`src/rtl/pc_fetch.sv`:
```
// -----------------------------------------------------------------------------
// pc_fetch
//
// Program-counter and next-PC stage for the single-cycle MIPS datapath.
// The current PC drives the word address of the 4 KB instruction memory.
// Each cycle the next PC is chosen from one of four sources:
//   - the sequential address,
//   - the branch target,
//   - the jump target,
//   - the jump-register target.
// The PC advances to that next PC unless the stage is stalled.
//
// A small control FSM sequences the stage:
//   BOOT  -> RUN              one cycle after reset is released.
//   RUN   -> HALT             on a halt request.
//   RUN   -> FAULT            on a misaligned jump-register target.
//   HALT, FAULT               sticky until reset.
//
// The stage also keeps a count of retired instructions.
//
// Ports:
//   clk           system clock, rising edge
//   rst           asynchronous reset, active-high
//   stall         hold PC/count/state this cycle (masks halt and fault)
//   npc_op        00 seq, 01 branch, 10 jump (j/jal), 11 jr
//   branch_taken  branch condition, used only when npc_op = 01
//   imm16         branch offset in words (sign-extended)
//   imm26         jump target field
//   rs_data       jr target address
//   halt_req      current instruction is a halt/syscall
//   pc            current PC
//   pc_plus4      pc + 4 (jal link value), combinational
//   im_addr       pc[11:2], instruction-memory word address, combinational
//   fetch_valid   current instruction is valid to execute (RUN only)
//   halted        FSM is in HALT
//   misaligned    FSM is in FAULT
//   instr_count   retired-instruction counter, wraps
// -----------------------------------------------------------------------------
module pc_fetch #(
    parameter logic [31:0] PC_RESET = 32'h0000_3000,
    parameter int          COUNT_W  = 32
) (
    input  logic               clk,
    input  logic               rst,
    input  logic               stall,
    input  logic [1:0]         npc_op,
    input  logic               branch_taken,
    input  logic [15:0]        imm16,
    input  logic [25:0]        imm26,
    input  logic [31:0]        rs_data,
    input  logic               halt_req,
    output logic [31:0]        pc,
    output logic [31:0]        pc_plus4,
    output logic [9:0]         im_addr,
    output logic               fetch_valid,
    output logic               halted,
    output logic               misaligned,
    output logic [COUNT_W-1:0] instr_count
);

    typedef enum logic [1:0] {
        ST_BOOT  = 2'b00,
        ST_RUN   = 2'b01,
        ST_HALT  = 2'b10,
        ST_FAULT = 2'b11
    } state_t;

    state_t      state;
    logic [31:0] npc;
    logic [31:0] branch_off;

    // Sequential address and instruction-memory word address follow pc directly.
    assign pc_plus4 = pc + 32'd4;
    assign im_addr  = pc[11:2];

    // Branch offset is a word count; sign-extend it and scale it to bytes.
    assign branch_off = {{14{imm16[15]}}, imm16, 2'b00};

    // Next-PC source selection.
    always_comb begin
        npc = pc_plus4;
        case (npc_op)
            2'b00: npc = pc_plus4;
            2'b01: begin
                if (branch_taken) begin
                    npc = pc_plus4 + branch_off;
                end else begin
                    npc = pc_plus4;
                end
            end
            2'b10: npc = {pc_plus4[31:28], imm26, 2'b00};
            2'b11: npc = rs_data;
            default: npc = pc_plus4;
        endcase
    end

    // Control FSM with PC register, retired-instruction counter and
    // registered status outputs.
    always_ff @(posedge clk or posedge rst) begin
        if (rst) begin
            state       <= ST_BOOT;
            pc          <= PC_RESET;
            instr_count <= '0;
            fetch_valid <= 1'b0;
            halted      <= 1'b0;
            misaligned  <= 1'b0;
        end else begin
            case (state)
                ST_BOOT: begin
                    // The PC already holds PC_RESET; just open the fetch window.
                    state       <= ST_RUN;
                    fetch_valid <= 1'b1;
                end
                ST_RUN: begin
                    if (stall) begin
                        // Stall freezes everything and masks halt/fault.
                        state <= ST_RUN;
                    end else if (halt_req) begin
                        // The halt instruction itself retires; PC stays on it.
                        instr_count <= instr_count + COUNT_W'(1);
                        state       <= ST_HALT;
                        fetch_valid <= 1'b0;
                        halted      <= 1'b1;
                    end else if (npc[1:0] != 2'b00) begin
                        // Only jr can produce this. Keep the offending jr's PC
                        // for debug, and do not retire it.
                        state       <= ST_FAULT;
                        fetch_valid <= 1'b0;
                        misaligned  <= 1'b1;
                    end else begin
                        pc          <= npc;
                        instr_count <= instr_count + COUNT_W'(1);
                    end
                end
                ST_HALT: begin
                    state <= ST_HALT;
                end
                ST_FAULT: begin
                    state <= ST_FAULT;
                end
                default: begin
                    state       <= ST_FAULT;
                    fetch_valid <= 1'b0;
                    halted      <= 1'b0;
                    misaligned  <= 1'b1;
                end
            endcase
        end
    end

endmodule

```
`config.mk`:
```
export PLATFORM = sky130hd
export DESIGN_NAME = pc_fetch
export DESIGN_NICKNAME = d
export VERILOG_FILES = /design/src/rtl/pc_fetch.sv
export SDC_FILE = /design/constraint.sdc
export NUM_CORES = 1
export LEC_CHECK = 0
export CAP_MARGIN = 20
export CORE_MARGIN = 2
export CORE_UTILIZATION = 43
export DETAILED_ROUTE_END_ITERATION = 6
export GPL_ROUTABILITY_DRIVEN = 0
export GPL_TIMING_DRIVEN = 0
export HOLD_SLACK_MARGIN = 0.06
export PLACE_DENSITY = 0.86
export SKIP_CTS_REPAIR_TIMING = 1
export SYNTH_ARGS = -nofsm -noshare
export SYNTH_HDL_FRONTEND = slang
export SYNTH_SLANG_ARGS = --single-unit
```
`constraint.sdc`:
```
create_clock -name clk -period 3.5 [get_ports clk]
set_clock_uncertainty 0.1 [all_clocks]
set_input_delay 0.7 -clock clk [delete_from_list [all_inputs] [get_ports clk]]
set_output_delay 0.7 -clock clk [all_outputs]
set_load 0.05 [all_outputs]
```
**Yosys cells after proc, flatten, opt, wreduce, memory -nomap -nowiden**

Cells that the tools add are included.

- $add $sub $neg: 3
- Eq/ne operators: 10
- Muxes and demuxes: 12
- Bitwise logic cells: 3
- Reduce and logical (&&, ||, !) cells: 9

Operators with widths:

| operator | number |
|---|---|
| $pmux W32 S4 | 1 |
| $mux W32 | 3 |
| $add A32 B1 Y32 const B | 1 |
| $add A32 B3 Y32 const B | 1 |
| $add A32 B32 Y32 | 1 |
| $reduce_and A3 Y1 | 3 |
| $eq A2 B2 Y1 const B | 4 |
| $pmux W2 S4 | 1 |
| $reduce_and A4 Y1 | 2 |
| $mux W2 | 3 |
| $eq A2 B1 Y1 const B | 2 |
| $logic_not A2 Y1 | 2 |
| $ne A2 B2 Y1 const B | 2 |
| $ne A4 B4 Y1 const B | 1 |
| $reduce_bool A2 Y1 | 2 |
| $mux W1 | 3 |
| $ne A3 B3 Y1 const B | 1 |
| $not A1 Y1 | 3 |
| $pmux W1 S2 | 1 |

- Bits in registers: 69
- Bits of input ports: 81
- Output and inout bits: 109
- Word-level logic and storage cells: 43

**Logic depth before layout (Yosys ltp)**

- Depth after elaboration: 9
- Depth in mapped cells: 18
- Mapped depth without buffers: 17

**Worst setup path after synthesis**

No wires, ideal clock.

- Path type: reg2reg
- Start: reg pc[2]
- End: reg pc[31]
- Setup time: 0.128 ns
- Arrival: 4.581 ns
- Required time: 3.272 ns
- Setup slack: -1.309 ns
- Stages on the path, launching flop included: 18
- Path buffers: 0
- Period minus slack after synthesis: 4.809 ns
- Cells stage by stage: dfrtp_1 ha_1 nand4_1 nor2_1 nand3_1 nor2_2 nand3_1 xnor2_1 ha_1 a21oi_1 o21ai_0 o21ai_0 nand2b_1 a21oi_1 o21ai_0 o31a_1 o221ai_1 a21boi_1

- Word-level cells in the longest chain between the ends: 4

RTL lines:

| what | RTL line | source |
|---|---|---|
| from (decl) | 52 | `output logic [31:0] pc,` |
| from (signal assigned) | 131 | `pc <= npc;` |
| $add A32 B3 Y32 | 73 | `assign pc_plus4 = pc + 32'd4;` |
| net pc_plus4[24] | 53 | `output logic [31:0] pc_plus4,` |
| $add A32 B32 Y32 | 86 | `npc = pc_plus4 + branch_off;` |
| $mux W32 | 85 | `if (branch_taken) begin` |
| $pmux W32 S4 | 82 | `case (npc_op)` |

The timed path passes the listed nets, and every way through them passes these cells.
A chain may end at the register's enable or synchronous reset.

**Worst setup path after layout**

- Start: reg pc[12]
- End: reg pc[26]

- Word-level cells in the longest chain between the ends: 4

RTL lines:

| what | RTL line |
|---|---|
| $add A32 B3 Y32 * | 73 |
| $add A32 B32 Y32 | 86 |
| $mux W32 | 85 |
| $pmux W32 S4 * | 82 |

Mark *: on every way between the ends. The rest lies on a longest branch, timed or not.

==> impl_metrics.csv <==
group,metric,value,unit
run_status,outcome,"finished, violations left",
run_status,violations,"DRC, setup timing",
yosys,async_flop_share,1.00,
critical_path,critical-path-top-delay-family,"simple AND/OR/NAND/NOR gates",
layout,areaGrowthSynthToFinish,65.3,%
critical_path,worstPathMaxFanout,7,
timing,finalHoldViolCount,0,
clocking,cts_max_level,3,
grt,antenna_found_initial,0,
layout,multi_input_area,4830,µm²
layout,diodes,0,
timing,rsz0062_at_grt,"yes",
yosys,synth-main-ff-cell,"dfrtp_1",
detailed_routing,post_drt_wl_per_cell,22.0,µm
layout,fillers,938,
yosys,ys_seq_area_frac,0.295,
pwr,power.total,8.58,mW
critical_path,cp.depth,13,
worst_hold_path,hp-class,"reg2reg",
critical_path,cp-start-kind,"flip-flop",
grt,grt_max_degree,70,
critical_path,critical-path-slowest-cell,"dfstp_4",
detailed_routing,drt_pass1_iterations,7,
placed_design,io_buffers,188,
yosys,synthesis.nets,815,
critical_path,r2r_slack,-330,ps
placed_design,place_hpwl,16000,µm
detailed_routing,drc,4,
floorplan,start_util,0.441,
critical_path,worstReg2RegStart,"pc[12]",
clocking,cts.sinks,69,
placed_design,dp_slack,-818,ps
timing,relSlewSlack,0.290,
timing,setup_ws,-327,ps
critical_path,r2r_cells,13,
timing,hold_slack,357,ps
clocking,clkLatencyLatePin,350,ps
critical_path,reg2reg_to,"pc[26]",
yosys,synth-seq-cells,69,
critical_path,cp_slowest_stage_delay,620,ps
timing,fmax,0.261,GHz
grt,first_global_vias,6511,
layout,seq_area,1750,µm²
grt,grt_pass1_wl,33800,µm
pwr,power_density,886,nW/µm²
floorplan,die_y,121,µm
critical_path,cp_cell_sequence,"and4_4, and3_4, nand4_1, xnor2_4, ha_4, a21oi_4, o211ai_1, a221oi_2, and4b_1, or2_4, xor2_1, a21oi_1, a31o_2",
timing,setup_viol,14,
grt,gr-total-overflow,0,
yosys,synth_cells,699,
critical_path,critPathBufInv,0,
critical_path,cp-end-kind,"flip-flop",
yosys,postSynthAreaPerCell,8.38,µm²
critical_path,crit_type,"reg2reg",
timing,final_max_slew_viol_count,0,
floorplan,die_w,121,µm
yosys,synth_edf_count,0,
critical_path,arrival,3970,ps
floorplan,num_rows,42,
clocking,clk_pin_slew,60,ps
clocking,cts_tree,"yes",
layout,fin_util,0.728,
detailed_routing,wirelength,24700,µm
timing,layout_min_cycle_time,3830,ps
floorplan,core,13300,µm²
detailed_routing,initialDrtViolationCount,817,
floorplan,io_pins,190,
grt,track_usage,0.300,
yosys,synth_cell_type_count,61,
layout,drive_gt1_frac,0.234,
timing,max_slew.worst_pin.slew,1060,ps
clocking,numCtsBuffers,9,
layout,final_nets,1058,
critical_path,crit_end,"pc[26]",
critical_path,cp-startpoint,"pc[12]",
detailed_routing,num_vias,7026,
yosys,syn_area,5860,µm²
job,cap_violations,0,
critical_path,required,3640,ps
detailed_routing,ant_nets,0,
clocking,root_buffer,"clkbuf_16",
timing,period_share,1.09,
floorplan,die-area,14600,µm²
detailed_routing,viasPerCell,6.26,
pwr,p_leak,4.01,nW
pwr,peakVddDrop,698,µV
clocking,cts_buffer_depth,2,
yosys,yosys_warnings,0,
state kept, by name, summed over array words and instances, names as in the netlist:
| signal | flops |
|---|---|
| misaligned | 1 |
| fetch_valid | 1 |
| halted | 1 |
| instr_count | 32 |
| state | 2 |
| pc | 32 |
cell usage after synthesis (3+ instances only):
| library cell | n | area [µm²] |
|---|---|---|
| nor3_1 | 9 | 45.0 |
| a22oi_1 | 6 | 45.0 |
| and2_1 | 5 | 31.3 |
| dfrtp_1 | 67 | 1680 |
| buf_4 | 14 | 105 |
| nand3_1 | 26 | 130 |
| o31ai_1 | 4 | 30.0 |
| and3_1 | 13 | 81.3 |
| a211o_1 | 3 | 26.3 |
| or3_1 | 5 | 31.3 |
| clkbuf_1 | 20 | 75.1 |
| o21a_1 | 9 | 67.6 |
| o21ai_1 | 3 | 15.0 |
| buf_2 | 3 | 15.0 |
| nand4_1 | 20 | 125 |
| o311ai_0 | 3 | 26.3 |
| nor2_1 | 63 | 236 |
| a221oi_1 | 7 | 61.3 |
| xnor2_1 | 47 | 412 |
| nand2_1 | 65 | 244 |
| o211ai_1 | 9 | 67.6 |
| mux2i_1 | 10 | 100 |
| o22ai_1 | 7 | 43.8 |
| ha_1 | 34 | 425 |
| o221ai_1 | 9 | 78.8 |
| a31oi_1 | 8 | 50.1 |
| and4_1 | 8 | 70.1 |
| a21o_1 | 12 | 90.1 |
| inv_1 | 16 | 60.1 |
| a211oi_1 | 3 | 22.5 |
| mux2_2 | 11 | 124 |
| a222oi_1 | 4 | 40.0 |
| nor4_1 | 3 | 18.8 |
| nand2b_1 | 5 | 31.3 |
| o21ai_0 | 46 | 230 |
| xor2_1 | 30 | 263 |
| o32ai_1 | 3 | 26.3 |
| nor2b_1 | 11 | 68.8 |
| a21oi_1 | 47 | 235 |
| buf_1 | 3 | 11.3 |
area by class of cell:
class                   instances  share of cell area
plain buffers                  36              0.0203
clock buffers                  12              0.0265
clock inverters                 3             0.00711
inverters                      16             0.00646
multi-input cells             574               0.499
flip-flops and latches         69               0.181
well taps                     176              0.0227
repair buffers                236               0.237
layer usage:
layer,part of all wire,global-route usage
met5,0,0
met2,0.45,0.482
met1,0.36,0.364
met4,0.070,0.159
met3,0.12,0.0858
report_power, final:
part,switching [mW],internal [mW],leakage [nW]
clock network,0.384,0.661,0.159
registers,0.438,1.04,0.852
logic,3.64,2.42,3.00
total,4.47,4.12,4.01
worst min path at each step:
stage | depth (start not counted) | startpoint | to
5_1_grt | 1 | halted | halted
3_3_place_gp | 1 | misaligned | misaligned
4_1_cts | 1 | misaligned | misaligned
3_5_place_dp | 1 | halted | halted
2_1_floorplan | 1 | state[0] | fetch_valid
6_report | 1 | halted | halted
cell usage in the layout (no fill, tap or decap), drive strengths merged, types with 4 or more instances in the layout:
cell	count
nand2b	5
a21o	12
and2	7
o211ai	9
nand4	21
nand3	26
inv	16
dlymetal6s2s	12
nor3	9
nand2	65
and4	8
and3	13
xnor2	48
o221ai	9
a211oi	4
or3	5
o31ai	4
a222oi	4
clkbuf	34
o21a	9
xor2	30
a22oi	6
clkdlybuf4s50	169
a21boi	4
o311ai	4
buf	69
ha	34
nor2	65
a221oi	7
nor2b	11
mux2i	10
a21oi	47
o22ai	7
o21ai	49
dfrtp	67
a31oi	8
mux2	11
metrics by stage:
| step | setup TNS (ps) | instance area (µm²) | std cells |
|---|---|---|---|
| 6_report | -2600 | 9680 | 1122 |
| 5_1_grt | -3930 | 9680 | 1122 |
| 4_1_cts | -11340 | 8960 | 1079 |
| 3_5_place_dp | -8780 | 8630 | 1064 |
| 3_3_place_gp | -35650 | 8620 | 1063 |
| 2_1_floorplan | -2910 | 6520 | 699 |
cell families (layout without fill, tap and decap cells):
group,Yosys count,in the layout,synth area share
simple gates,242,242,0.203
compound gates,197,197,0.218
xor+xnor,78,78,0.120
flops,69,69,0.295
buf+inv,56,303,0.0455
fa+ha+maj,35,35,0.0760
mux,22,22,0.0421
(Power assumes the default switching activity.)
